## config.mk

```make
export PLATFORM = sky130hd
export DESIGN_NAME = muldiv_unit
export DESIGN_NICKNAME = d
export VERILOG_FILES = /design/src/rtl/muldiv_unit.sv
export SDC_FILE = /design/constraint.sdc
export NUM_CORES = 1
export LEC_CHECK = 0
export BUFFER_PORTS_ARGS = -buffer_cell sky130_fd_sc_hd__buf_4
export CAP_MARGIN = 40
export CORE_MARGIN = 2
export CORE_UTILIZATION = 33
export DETAILED_ROUTE_END_ITERATION = 12
export GPL_TIMING_DRIVEN = 0
export HOLD_SLACK_MARGIN = 0.06
export PLACE_DENSITY = 0.52
export SETUP_SLACK_MARGIN = 0.05
export SYNTH_ARGS = -nofsm -noshare
export SYNTH_HDL_FRONTEND = slang
export SYNTH_SLANG_ARGS = --single-unit
```

## constraint.sdc

```tcl
create_clock -name CLK -period 5.47 [get_ports CLK]
set_clock_uncertainty 0.15 [all_clocks]
set_input_delay 0.8205 -clock CLK [delete_from_list [all_inputs] [get_ports CLK]]
set_output_delay 0.8205 -clock CLK [all_outputs]
set_load 0.005 [all_outputs]
```

## src/rtl/muldiv_unit.sv

```systemverilog
// muldiv_unit: iterative multiply/divide unit owning the HI/LO register pair.
// MULT/MULTU/DIV/DIVU run over WIDTH cycles (start/busy/done handshake);
// MTHI/MTLO write HI/LO in a single cycle from IDLE.
// Optional feature macro: MULDIV_FAST_MULT_EN -- multiplies are computed
// combinationally at accept and go straight to the FIX state.
module muldiv_unit #(
  parameter int unsigned WIDTH = 32
) (
  input  logic             CLK,
  input  logic             RESET,
  input  logic             stall,
  input  logic             start,
  input  logic [2:0]       op,
  input  logic [WIDTH-1:0] A,
  input  logic [WIDTH-1:0] B,
  output logic             busy,
  output logic             done,
  output logic             div_zero,
  output logic [WIDTH-1:0] HI_OUT,
  output logic [WIDTH-1:0] LO_OUT
);

  localparam int unsigned CNT_W = $clog2(WIDTH) + 1;

  localparam logic [1:0] S_IDLE = 2'd0;
  localparam logic [1:0] S_RUN  = 2'd1;
  localparam logic [1:0] S_FIX  = 2'd2;

  logic [1:0]         r_state, w_next;
  logic [CNT_W-1:0]   r_cnt;
  logic [WIDTH-1:0]   r_a, r_b;
  logic [2*WIDTH-1:0] r_acc;
  logic               r_is_div, r_neg_q, r_neg_r, r_dz;
  logic [WIDTH-1:0]   r_hi, r_lo;
  logic               r_done, r_div_zero;

  logic               w_signed, w_b_zero, w_is_md;
  logic [WIDTH-1:0]   w_mag_a, w_mag_b;
  logic [WIDTH:0]     w_mul_sum;
  logic [2*WIDTH-1:0] w_mul_next, w_div_next, w_prod;
  logic [WIDTH:0]     w_rem_sh, w_diff;
  logic               w_ge;
  logic [WIDTH-1:0]   w_res_hi, w_res_lo;

  // Operand decode: signed ops use magnitudes, unsigned ops use raw values
  assign w_is_md  = ~op[2];
  assign w_signed = ~op[0];
  assign w_b_zero = (B == '0);
  assign w_mag_a  = (w_signed && A[WIDTH-1]) ? WIDTH'(-A) : A;
  assign w_mag_b  = (w_signed && B[WIDTH-1]) ? WIDTH'(-B) : B;

  // Shift-add step: add multiplicand to upper half when LSB of multiplier is set
  assign w_mul_sum  = {1'b0, r_acc[2*WIDTH-1:WIDTH]} + (r_acc[0] ? {1'b0, r_a} : '0);
  assign w_mul_next = {w_mul_sum, r_acc[WIDTH-1:1]};

  // Restoring divide step: {remainder, dividend} shifts left one bit per step
  assign w_rem_sh   = r_acc[2*WIDTH-1:WIDTH-1];
  assign w_diff     = w_rem_sh - {1'b0, r_b};
  assign w_ge       = (w_rem_sh >= {1'b0, r_b});
  assign w_div_next = {(w_ge ? w_diff[WIDTH-1:0] : w_rem_sh[WIDTH-1:0]),
                       r_acc[WIDTH-2:0], w_ge};

  // Sign correction applied in FIX
  always_comb begin
    w_prod   = r_neg_q ? (2*WIDTH)'(-r_acc) : r_acc;
    w_res_hi = w_prod[2*WIDTH-1:WIDTH];
    w_res_lo = w_prod[WIDTH-1:0];
    if (r_is_div) begin
      w_res_lo = r_neg_q ? WIDTH'(-r_acc[WIDTH-1:0]) : r_acc[WIDTH-1:0];
      w_res_hi = r_neg_r ? WIDTH'(-r_acc[2*WIDTH-1:WIDTH]) : r_acc[2*WIDTH-1:WIDTH];
    end
  end

  // Next-state logic; stall holds the current state
  always_comb begin
    w_next = r_state;
    case (r_state)
      S_IDLE: begin
        if (!stall && start && w_is_md) begin
          if (op[1] && w_b_zero) begin
            w_next = S_FIX;
          end else begin
`ifdef MULDIV_FAST_MULT_EN
            w_next = op[1] ? S_RUN : S_FIX;
`else
            w_next = S_RUN;
`endif
          end
        end
      end
      S_RUN:   if (!stall && r_cnt == CNT_W'(WIDTH - 1)) w_next = S_FIX;
      S_FIX:   if (!stall) w_next = S_IDLE;
      default: w_next = S_IDLE;
    endcase
  end

  // State register
  always_ff @(posedge CLK) begin
    if (RESET) r_state <= S_IDLE;
    else       r_state <= w_next;
  end

  // Datapath, HI/LO and done/div_zero; everything frozen while stall is high
  always_ff @(posedge CLK) begin
    if (RESET) begin
      r_cnt      <= '0;
      r_a        <= '0;
      r_b        <= '0;
      r_acc      <= '0;
      r_is_div   <= 1'b0;
      r_neg_q    <= 1'b0;
      r_neg_r    <= 1'b0;
      r_dz       <= 1'b0;
      r_hi       <= '0;
      r_lo       <= '0;
      r_done     <= 1'b0;
      r_div_zero <= 1'b0;
    end else if (!stall) begin
      r_done     <= (r_state == S_FIX);
      r_div_zero <= (r_state == S_FIX) && r_dz;
      case (r_state)
        S_IDLE: begin
          if (start && w_is_md) begin
            r_a      <= w_mag_a;
            r_b      <= w_mag_b;
            r_is_div <= op[1];
            r_cnt    <= '0;
            r_dz     <= op[1] && w_b_zero;
            r_neg_q  <= w_signed && (A[WIDTH-1] ^ B[WIDTH-1]) && !(op[1] && w_b_zero);
            r_neg_r  <= w_signed && A[WIDTH-1] && !(op[1] && w_b_zero);
            if (op[1]) begin
              // Divide-by-zero preloads the final HI=A / LO=all-ones result
              r_acc <= w_b_zero ? {A, {WIDTH{1'b1}}} : {{WIDTH{1'b0}}, w_mag_a};
            end else begin
`ifdef MULDIV_FAST_MULT_EN
              r_acc <= {{WIDTH{1'b0}}, w_mag_a} * {{WIDTH{1'b0}}, w_mag_b};
`else
              r_acc <= {{WIDTH{1'b0}}, w_mag_b};
`endif
            end
          end else if (start && op == 3'd4) begin
            r_hi <= A;
          end else if (start && op == 3'd5) begin
            r_lo <= A;
          end
        end
        S_RUN: begin
          r_acc <= r_is_div ? w_div_next : w_mul_next;
          r_cnt <= r_cnt + CNT_W'(1);
        end
        S_FIX: begin
          r_hi <= w_res_hi;
          r_lo <= w_res_lo;
        end
        default: ;
      endcase
    end
  end

  assign busy     = (r_state != S_IDLE);
  assign done     = r_done;
  assign div_zero = r_div_zero;
  assign HI_OUT   = r_hi;
  assign LO_OUT   = r_lo;

endmodule

```

==> qor.yml <==
clocking:
  cts_resized: 0
  cts_buffer_depth: 3
  clk_pin_slew_ns: 0.07
  cts_root_buf: "clkbuf_16"
  cts_made_buffers: 26
  post_cts_buffers: 0
  clk_latency_ns: 0.56
  clock-sinks: 206
  cts_htree_levels: 1
  postCtsHoldBufs: 0
  cts_tree: "yes"
sta:
  hold_viol: 0
  setup_violations: 0
  rsz0062_at_grt: "false"
  finalWorstSetupSlack_ns: 0.615
  holdWs_ns: 0.304
  final.setup.tns_ns: 0
  fin_crit_sh_pct: 88.8
  fin_crit_ns: 4.86
  maxSlewViolCount: 0
  max_slew.worst_pin.slew_ns: 1.03
  max_freq_mhz: 206
  max-slew-margin-rel_pct: 30.8
placement:
  dp_cells: 2924
  place_ws_ns: 0.712
  dp_hpwl_microns: 67100
  portBuffers: 128
  place_area_sq_um: 17900
  gp_congestion: 0.991
synth:
  async_flop_share_pct: 0
  synth_top_area_share_pct: 25.7
  synth_seq_area_share_pct: 25.7
  synth_seq_cells: 206
  synth_cells: 2171
  synth_nets: 2313
  synthTopCellsByCount: "nor2_1 (265), dfxtp_1 (206), nand2_1 (196)"
  synth-main-ff-cell: "dfxtp_1"
  yosysUniqueCellTypes: 85
  yosysMostFrequentCell: "nor2_1"
  synth_edf_count: 0
  synth_area_leaders: "dfxtp_1 (26%), nor2_1 (6.2%), a21oi_1 (6.0%), xnor2_1 (6.0%), ha_1 (5.4%)"
  ys_warn_count: 0
  synth_area_sq_um: 16000
  avgSynthCellArea_sq_um: 7.39
  yosys.area.top_type: "dfxtp_1"
finish:
  final_nets: 2481
  layout-drive-gt1-share_pct: 9.86
  final_area_sq_um: 18700
  syn2layout_area_growth_pct: 16.6
  stdcell_count: 2970
  final_util_pct: 39.1
worst_setup_path:
  worstPathArrival_ns: 5.13
  cp_slowest_stage_delay_ns: 0.50
  crit_slowest_cell: "a311oi_1"
  endpoint_kind: "register"
  path_common_cell: "clkbuf_1"
  crit_fanout: 10
  crit_path_start_kind: "register"
  critical_path_class: "reg -> reg"
  crit_chain: "clkbuf_1 -> buf_8 -> clkbuf_1 -> and2_1 -> ha_1 -> a211oi_1 -> o21ai_0 -> and4_1 -> a311oi_1 -> buf_2 -> o211ai_1 -> a21boi_0 -> xnor2_1 -> mux2i_1 -> a2111oi_0"
  critPathRequiredTime_ns: 5.74
routing:
  detail-route-antenna-nets: 0
  vias: 18275
  drt-vias-per-instance: 6.15
  avgRoutedWirePerCell_microns: 28.4
  dr.pass1.iters: 6
  drc: 0
  drtIter0Drc: 2331
  wl_microns: 84300
floorplanning:
  die_h_microns: 224
  initial_utilization_pct: 33.5
  num_rows: 80
  boundaryPins: 138
  die_x_microns: 224
  die_area_sq_um: 50400
  coreArea_sq_um: 47800
grt:
  antenna_found_initial: 1
  grt-ovfl-total: 0
  grtUsageTotal_pct: 32.4
  grt_pass1_wl_microns: 118000
  grt_max_degree: 13
  grt_pass1_vias: 17140
pwr:
  p_leak_nw: 7.09
  p_total_mw: 5.21
  ir_drop_mv: 0.188
  p_per_area_nw_per_um2: 279
run_status:
  status: "finished, final reports clean"
worst_hold_path:
  hp-class: "reg -> reg"
flow_run:
  max_cap_viol_count: 0
-- worst paths after layout --
check / from / endpoint / slack (ns) / depth (start not counted)
worst max-delay path: r_acc[0] / r_acc[58] / 0.61 / 15
worst min-delay path: r_a[0] / r_a[0] / 0.30 / 2
worst max register to register: r_acc[0] / r_acc[58] / 0.61 / 15
worst min register to register: r_a[0] / r_a[0] / 0.30 / 2
-- layout by cell type, fill, tap and decap left out, drive strengths merged, types with 8 or more instances in the layout --
master  count
or3        29
nand2b     16
xnor2     109
nand2     198
nand4      17
ha         69
a311oi     31
nor2b      15
nor2      266
inv        65
a31oi      44
a211oi    101
o21a       12
o41ai       8
a21oi     193
clkbuf    170
a221oi     23
o21ai     117
nor3       61
o211ai     19
and3       13
a21o       41
buf       165
nor4       20
o31ai      21
and2       41
or4        15
xor2       64
mux2i      39
o221a      10
nand3      48
dfxtp     206
-- sequential cells by signal, summed over array words and instances (netlist names) --
name and flops:
done 1, r_a 32, LO_OUT 32, r_acc 64
r_neg_r 1, HI_OUT 32, r_state 2, r_is_div 1
div_zero 1, r_neg_q 1, r_cnt 6, r_b 32
r_dz 1
-- worst max-delay path, delay by kind of cell, from the launching register on --
kind	cells	cell delay [ns]
buffers and inverters	4	1.03
and+or+nand+nor	2	0.43
xor gates and xnor gates	1	0.19
muxes	1	0.09
adders and majority gates	1	0.26
DFF	1	0.37
AOI/OAI and AO/OA	6	2.18
-- metal layers --
metal / GRT usage [%] / part of all wire [%] / up-vias / routed length, microns
li1: - / - / 8241 / -
met4: 14.7 / 5.2 / 0 / 4410
met2: 47.9 / 42 / 1077 / 35100
met1: 44.6 / 43 / 8741 / 36000
met3: 7.39 / 10 / 216 / 8790
met5: 0 / 0 / - / 0
-- where the power goes --
part	switching, mW	internal, mW	total [mW]
Clock	0.710	0.945	1.65
Combinational	1.22	0.611	1.83
Sequential	0.126	1.60	1.72
Total	2.06	3.15	5.21
-- area by class of cell --
type | instances | area (sq um)
Tap cell | 615 | 769
Fill cell | 5115 | 29100
Multi-Input combinational cell | 1739 | 11000
Sequential cell | 206 | 4120
Clock buffer | 34 | 742
Timing Repair Buffer | 140 | 1090
Clock inverter | 9 | 56.3
Inverter | 65 | 244
Buffer | 161 | 638
Antenna cell | 1 | 2.50
-- kinds of logic (layout without fill, tap and decap cells) --
| kind of cell | after synthesis | in the layout | share of synthesized area, % |
|---|---|---|---|
| muxes | 45 | 45 | 2.85 |
| and+or+nand+nor | 766 | 766 | 22.7 |
| AOI/OAI and AO/OA | 684 | 684 | 28.2 |
| xor gates and xnor gates | 173 | 173 | 9.44 |
| DFF | 206 | 206 | 25.7 |
| other | 0 | 1 | 0 |
| adders and majority gates | 71 | 71 | 5.63 |
| buffers and inverters | 226 | 409 | 5.50 |
Power figures use the tool's default switching activity.
